$ cat src/rtl/fifo_wr_arbiter.sv
// fifo_wr_arbiter: round-robin arbiter sharing one FIFO write port among
// NUM_REQ valid/ready producers, granting each owner a burst of up to
// BURST_MAX accepted beats.
//
// Ports:
//   clk            clock, rising edge
//   rst            synchronous reset, active-low
//   i_req_valid    per-requester data valid
//   i_req_data     packed payloads, requester i at [i*DATA_WIDTH +: DATA_WIDTH]
//   o_req_ready    per-requester accept strobe (combinational)
//   i_fifo_full    FIFO full flag
//   o_fifo_wr      FIFO write enable (combinational)
//   o_fifo_data    FIFO write data, owner payload in GRANT, 0 otherwise
//   o_grant_id     current owner (registered)
//   o_busy         high while in GRANT
//   o_stat_cnt     per-requester 16-bit saturating accepted-beat counts
//                  (present only when FIFO_ARB_STATS_EN is defined)
//
// Optional feature macro: FIFO_ARB_STATS_EN

module fifo_wr_arbiter #(
   parameter int unsigned NUM_REQ      = 4,
   parameter int unsigned REQ_ID_WIDTH = 2,
   parameter int unsigned DATA_WIDTH   = 32,
   parameter int unsigned BURST_MAX    = 4,
   parameter int unsigned BURST_WIDTH  = 3
) (
   input  logic                          clk,
   input  logic                          rst,
   input  logic [NUM_REQ-1:0]            i_req_valid,
   input  logic [NUM_REQ*DATA_WIDTH-1:0] i_req_data,
   output logic [NUM_REQ-1:0]            o_req_ready,
   input  logic                          i_fifo_full,
   output logic                          o_fifo_wr,
   output logic [DATA_WIDTH-1:0]         o_fifo_data,
   output logic [REQ_ID_WIDTH-1:0]       o_grant_id,
   output logic                          o_busy
`ifdef FIFO_ARB_STATS_EN
   ,
   output logic [NUM_REQ*16-1:0]         o_stat_cnt
`endif
);

   localparam int unsigned STAT_WIDTH = 16;

   typedef enum logic [0:0] {
      S_IDLE  = 1'b0,
      S_GRANT = 1'b1
   } state_t;

   state_t                   r_state;
   state_t                   w_state_nxt;
   logic [REQ_ID_WIDTH-1:0]  r_owner;
   logic [REQ_ID_WIDTH-1:0]  r_rr_ptr;
   logic [BURST_WIDTH-1:0]   r_beat_cnt;

   logic                     w_any_valid;
   logic                     w_found;
   logic [REQ_ID_WIDTH-1:0]  w_idx;
   logic [REQ_ID_WIDTH-1:0]  w_sel;
   logic                     w_owner_valid;
   logic [DATA_WIDTH-1:0]    w_owner_data;
   logic                     w_accept;
   logic                     w_last;
   logic                     w_release;

   // Round-robin pick: first valid requester at or after r_rr_ptr, wrapping.
   always_comb begin
      w_any_valid = |i_req_valid;
      w_found     = 1'b0;
      w_sel       = r_rr_ptr;
      w_idx       = '0;
      for (int unsigned k = 0; k < NUM_REQ; k++) begin
         w_idx = r_rr_ptr + REQ_ID_WIDTH'(k);
         if (!w_found && i_req_valid[w_idx]) begin
            w_sel   = w_idx;
            w_found = 1'b1;
         end
      end
   end

   // Owner handshake and burst release conditions.
   always_comb begin
      w_owner_valid = i_req_valid[r_owner];
      w_owner_data  = i_req_data[32'(r_owner) * DATA_WIDTH +: DATA_WIDTH];
      w_accept      = (r_state == S_GRANT) && w_owner_valid && !i_fifo_full;
      w_last        = (r_beat_cnt == BURST_WIDTH'(BURST_MAX - 1));
      w_release     = (r_state == S_GRANT) && ((w_accept && w_last) || !w_owner_valid);
   end

   // State register.
   always_ff @(posedge clk) begin
      if (!rst) begin
         r_state <= S_IDLE;
      end else begin
         r_state <= w_state_nxt;
      end
   end

   // Next-state logic.
   always_comb begin
      w_state_nxt = r_state;
      case (r_state)
         S_IDLE:  if (w_any_valid) w_state_nxt = S_GRANT;
         S_GRANT: if (w_release)   w_state_nxt = S_IDLE;
         default: w_state_nxt = S_IDLE;
      endcase
   end

   // Output logic: zero-cycle path from owner valid/full to the write strobe.
   always_comb begin
      o_fifo_wr   = 1'b0;
      o_req_ready = '0;
      o_fifo_data = '0;
      if (r_state == S_GRANT) begin
         o_fifo_data          = w_owner_data;
         o_fifo_wr            = w_accept;
         o_req_ready[r_owner] = w_accept;
      end
   end

   // Owner, beat counter and round-robin pointer.
   always_ff @(posedge clk) begin
      if (!rst) begin
         r_owner    <= '0;
         r_rr_ptr   <= '0;
         r_beat_cnt <= '0;
      end else begin
         if (r_state == S_IDLE && w_any_valid) begin
            r_owner    <= w_sel;
            r_beat_cnt <= '0;
         end
         if (w_accept) begin
            r_beat_cnt <= r_beat_cnt + BURST_WIDTH'(1);
         end
         // Just-served requester drops to lowest priority.
         if (w_release) begin
            r_rr_ptr <= r_owner + REQ_ID_WIDTH'(1);
         end
      end
   end

   assign o_grant_id = r_owner;
   assign o_busy     = (r_state == S_GRANT);

`ifdef FIFO_ARB_STATS_EN
   logic [STAT_WIDTH-1:0] r_stat [NUM_REQ];

   // Per-requester saturating counts of accepted beats.
   always_ff @(posedge clk) begin
      if (!rst) begin
         for (int unsigned i = 0; i < NUM_REQ; i++) begin
            r_stat[i] <= '0;
         end
      end else begin
         for (int unsigned i = 0; i < NUM_REQ; i++) begin
            if (o_req_ready[i] && (r_stat[i] != {STAT_WIDTH{1'b1}})) begin
               r_stat[i] <= r_stat[i] + STAT_WIDTH'(1);
            end
         end
      end
   end

   always_comb begin
      o_stat_cnt = '0;
      for (int unsigned i = 0; i < NUM_REQ; i++) begin
         o_stat_cnt[i*STAT_WIDTH +: STAT_WIDTH] = r_stat[i];
      end
   end
`endif

endmodule

$ cat config.mk
export PLATFORM = sky130hd
export DESIGN_NAME = fifo_wr_arbiter
export DESIGN_NICKNAME = d
export VERILOG_FILES = /design/src/rtl/fifo_wr_arbiter.sv
export SDC_FILE = /design/constraint.sdc
export NUM_CORES = 1
export LEC_CHECK = 0
export BUFFER_PORTS_ARGS = -buffer_cell sky130_fd_sc_hd__buf_2
export CAP_MARGIN = 20
export CORE_MARGIN = 5
export CORE_UTILIZATION = 31
export DETAILED_ROUTE_END_ITERATION = 10
export PLACE_DENSITY = 0.82
export SETUP_SLACK_MARGIN = 0.5
export SKIP_CTS_REPAIR_TIMING = 1
export SYNTH_ARGS = -nofsm -noshare
export SYNTH_HDL_FRONTEND = slang
export SYNTH_SLANG_ARGS = --single-unit
$ cat constraint.sdc
create_clock -name clk -period 1.72 [get_ports clk]
set_clock_uncertainty 0.15 [all_clocks]
set_input_delay 0.172 -clock clk [delete_from_list [all_inputs] [get_ports clk]]
set_output_delay 0.172 -clock clk [all_outputs]
set_load 0.005 [all_outputs]
# After elaboration in Yosys (flattened, before gate mapping)
# Index checks and enable logic that the tools add are counted.
dict set report classes {
  n_addsub 5
  magnitude_cmp 6
  eq_ne 1
  shift 1
  mux 26
  bitwise 2
  reduce_logical 17
}
# operator n
set ops {}
lappend ops {{$shiftx A128 B8 Y32} 1}
lappend ops {{$mux W32} 1}
lappend ops {{$lt A2 B3 Y1 const B} 5}
lappend ops {{$mux W1} 12}
lappend ops {{$bmux W1 S2} 5}
lappend ops {{$logic_and A1 B1 Y1} 9}
lappend ops {{$mux W2} 3}
lappend ops {{$mux W3} 2}
lappend ops {{$logic_not A1 Y1} 5}
lappend ops {{$add A2 B1 Y2 const B} 2}
lappend ops {{$add A2 B2 Y2 const B} 2}
lappend ops {{$and A4 B4 Y4} 1}
lappend ops {{$mux W4} 1}
lappend ops {{$reduce_or A4 Y1} 1}
lappend ops {{$add A3 B1 Y3 const B} 1}
lappend ops {{$eq A3 B2 Y1 const B} 1}
lappend ops {{$demux W1 S2} 1}
lappend ops {{$ge A2 B1 Y1 const B} 1}
lappend ops {{$pmux W1 S2} 1}
lappend ops {{$reduce_bool A2 Y1} 1}
lappend ops {{$logic_or A1 B1 Y1} 1}
lappend ops {{$not A1 Y1} 1}
dict set report totals {
  reg_bits 8
}

# Logic depth before layout (Yosys ltp)
dict set report logic_depth {
  word_depth 12
  depth_mapped 6
}

# Least setup slack after synthesis
# OpenSTA, ideal clock, no wires.
dict set report synth_path {
  kind {register -> output}
  start {register r_owner[0] (netlist: o_grant_id[0])}
  end {output port o_fifo_data[13]}
  arrival_ns 1.523
  t_required_ns 1.398
  path_slack_ns -0.125
  path_stages_with_launch 5
  path_buffers 2
  cell_sequence {dfxtp_1 -> buf_6 -> buf_2 -> mux4_2 -> and2_1}
}
dict set report synth_via {
  elab_chain_cells 2
}
# item line
set synth_rtl {}
lappend synth_rtl {{from (decl)} 53} ;# logic [REQ_ID_WIDTH-1:0] r_owner;
lappend synth_rtl {{from (signal assigned)} 130} ;# r_owner <= w_sel;
lappend synth_rtl {{$shiftx A128 B8 Y32} 85} ;# w_owner_data = i_req_data[32'(r_owner) * DATA_WIDTH +: DATA_WIDTH];
lappend synth_rtl {{$mux W32} 115} ;# if (r_state == S_GRANT) begin
lappend synth_rtl {{to (decl)} 35} ;# output logic [DATA_WIDTH-1:0] o_fifo_data,
# Every way passes these cells.

# Worst setup path in the final report
dict set report layout_path {
  start {register r_owner[0] (netlist: o_grant_id[0])}
  end {output port o_req_ready[3]}
}
dict set report layout_via {
  elab_chain_cells 6
}
# item line
set layout_rtl {}
lappend layout_rtl {{$lt A2 B3 Y1 (not written as such) (tied with other cells)} 118} ;# o_req_ready[r_owner] = w_accept;
lappend layout_rtl {{$logic_and A1 B1 Y1 (not written as such) or $mux W1 (tied branches)} {118, 84}}
lappend layout_rtl {{$mux W1 (not written as such) or $logic_and A1 B1 Y1 (tied branches)} {118, 86}}
lappend layout_rtl {{$demux W1 S2 or $logic_and A1 B1 Y1 (tied branches)} {118, 86}}
lappend layout_rtl {{$and A4 B4 Y4 (no source line) (*)} n/a}
lappend layout_rtl {{$mux W4 (*)} 115}
lappend layout_rtl {{to (decl)} 32} ;# output logic [NUM_REQ-1:0] o_req_ready,
# Every way passes the cells marked *; elsewhere a longest branch is shown, timed or not. The select of a mux whose other input is x is not followed.

==> reports/metrics.csv <==
stage,metric,value,unit
status,outcome,"finished, violations left",
status,violations,negative setup slack,
job,maxCapViolations,0,
die,start_util,32.6,%
die,die_area,6580,um2
timing,setup_ws,-0.264,ns
synthesis,yosysTopAreaCellShare,45.9,%
timing,finalSetupViolCount,37,
routing,vias,1982,
placement,gp_congestion,0.849,
placement,io_buffers,174,
setup_path,end_kind,primary output,
routing,wirelength,7.23,mm
min_path,hold_path.class,primary input to flip-flop,
synthesis,synth_area,1570,um2
setup_path,crit_slowest_cell,dfxtp_4,
synthesis,yosysUniqueCellTypes,30,
global_routing,overflow,0,
routing,dr.pass1.iters,6,
synthesis,ys_ff_latch,8,
synthesis,synth_area_leaders,"mux4_2, and2_1, dfxtp_1",
clock_tree,cts-buffers-inserted,3,
clock_tree,ctsHtreeMaxLevel,1,
final_layout,final_cell_mix,"buf_2, mux4_2, buf_6",
clock_tree,clk_path_buf_depth,2,
synthesis,seq_area_frac_synth,10.2,%
power_and_ir_drop,ir_drop,0.384,mV
setup_path,crit_top_cell,buf_6,
setup_path,path_class,flip-flop to primary output,
global_routing,grt_max_degree,35,
routing,routed_via_density,4.99,
setup_path,slowest_delay,0.35,ns
timing,fmax,504,MHz
placement,dpl.hpwl,5.54,mm
die,io_pins,175,
clock_tree,cts_root_buf,clkbuf_8,
timing,period_needed,1.98,ns
setup_path,crit_chain,"buf_12, mux2_4, nor2_4, nor4_4, buf_6, and2_4, buf_6",
synthesis,synthCells,141,
timing,slew_headroom,68.0,%
routing,drt.antenna.violating_nets,0,
final_layout,layout_commonest_cell,buf_2,
timing,rsz0062_at_grt,yes,
setup_path,cp-start-kind,flip-flop,
routing,route.detailed.drc,0,
final_layout,syn2layout_area_growth,95.7,%
die,die_h,81.1,um
synthesis,avgSynthCellArea,11.1,um2
synthesis,synth_fp_nets,282,
routing,wl_per_cell,18.2,um
global_routing,grt_usage,18.5,%
final_layout,antenna_cells,0,
clock_tree,tritoncts,yes,
routing,drt_iter0_drc,59,
power_and_ir_drop,p_leak,1.48,nW
timing,whs,0.154,ns
timing,worst-slew-pin-transition,0.479,ns
setup_path,critical_path_arrival,1.66,ns
global_routing,antenna_found_initial,0,
clock_tree,clkSlewWorstSetupHoldPaths,0.04,ns
die,die-width,81.1,um
clock_tree,cts_sinks,8,
final_layout,nets,473,
setup_path,cp_max_fo,8,
placement,place_area,2580,um2
synthesis,synth_area_leader_cell,mux4_2,
final_layout,drive_above_1_share,82.1,%
global_routing,grt_pass1_vias,1965,
clock_tree,worstSkewPairLatency,0.23,ns
synthesis,yosysWarnings,0,
die,rows,25,
die,core_region_area,4820,um2
final_layout,stdcell_area,3070,um2
timing,maxSlewViolCount,0,
setup_path,required,1.40,ns
placement,post-place-ws,-0.107,ns
global_routing,grt_pass1_wl,9.40,mm
timing,hold_viol,0,
power_and_ir_drop,p_per_area,452,nW/um2
timing,period_share,115,%
## worst max-delay path: cells and delay by family (launching register included)
kind | cells | cell delay (ns)
DFF | 1 | 0.35
muxes | 1 | 0.21
and+or+nand+nor | 3 | 0.46
buffers and inverters | 3 | 0.40
## cells by family (layout without fill, tap and decap cells)
| logic type | after synthesis | in the layout | share of synthesized area [%] |
|---|---|---|---|
| simple gates | 62 | 62 | 24.4 |
| mux | 39 | 39 | 50.8 |
| buf+inv | 16 | 205 | 4.86 |
| compound gates | 10 | 10 | 4.94 |
| flops | 8 | 8 | 10.2 |
| fa+ha+maj | 6 | 6 | 4.78 |
## per-stage QoR
| step | TNS (ns) | total power [W] | utilization [%] | cells |
|---|---|---|---|---|
| floorplan | 0 | 0.000641 | - | 141 |
| global route | -9.30 | 0.00148 | 63.7 | 397 |
| finish | -7.71 | 0.00139 | 63.7 | 397 |
| global placement | -0.617 | 0.000936 | 53.6 | 381 |
| detailed placement | -1.52 | 0.000953 | 53.6 | 381 |
| CTS | -10.92 | 0.00118 | 54.5 | 384 |
## power breakdown
part,internal (W),total [W],switching [W]
registers,0.000200,0.000218,0.0000179
clock network,0.000151,0.000221,0.0000701
logic,0.000603,0.000950,0.000347
## Yosys cell counts
library cell   n
o21a_1         1
mux2_4         1
buf_6          1
nand3_1        3
inv_1          4
mux4_2        32
a21boi_0       3
nor2_2         1
and3_1         2
nor3b_1        1
nor2_1         1
nor3_2         1
nor3_1         1
nor2b_1        4
or3_1          1
mux2_2         1
clkbuf_1       6
buf_2          4
o31ai_1        1
and2_1        36
o21ai_0        3
dfxtp_1        8
nand2b_1       3
buf_4          1
nor4_4         1
nand2_1        7
mux2i_1        5
o221ai_1       1
ha_1           6
o41ai_2        1
## state kept, by name, summed over array words and instances, names as in the netlist
name / flops
o_grant_id: 2
o_busy: 1
r_beat_cnt: 3
r_rr_ptr: 2
## final timing paths
kind | from | endpoint | slack [ns] | cells past startpoint
worst max-delay path | o_grant_id[0]$_SDFFE_PN0P_ | o_req_ready[3] | -0.26 | 7
worst min-delay path | rst | r_rr_ptr[1]$_SDFFE_PN0P_ | 0.15 | 3
worst max register to register | o_grant_id[0]$_SDFFE_PN0P_ | r_beat_cnt[0]$_SDFFE_PN0P_ | 0.03 | 7
worst min register to register | r_beat_cnt[2]$_SDFFE_PN0P_ | r_beat_cnt[2]$_SDFFE_PN0P_ | 0.32 | 2
## layout make-up
cell class,instances,area [um2]
flip-flops and latches,8,173
multi-input cells,117,1440
well taps,67,83.8
repair buffers,198,1310
inverters,4,15.0
fillers,430,1750
clock buffers,3,41.3
## metal layers
metal  track usage, %  wire (um)  share of wire, %  vias up
met1             20.1       2450                34      957
li1                 -          -                 -      924
met2             37.3       4090                57       93
met4             3.04        101               1.4        0
met5                0          0                 0        -
met3             2.99        580               8.0        8
No activity file was read; power rests on OpenSTA's default activity.
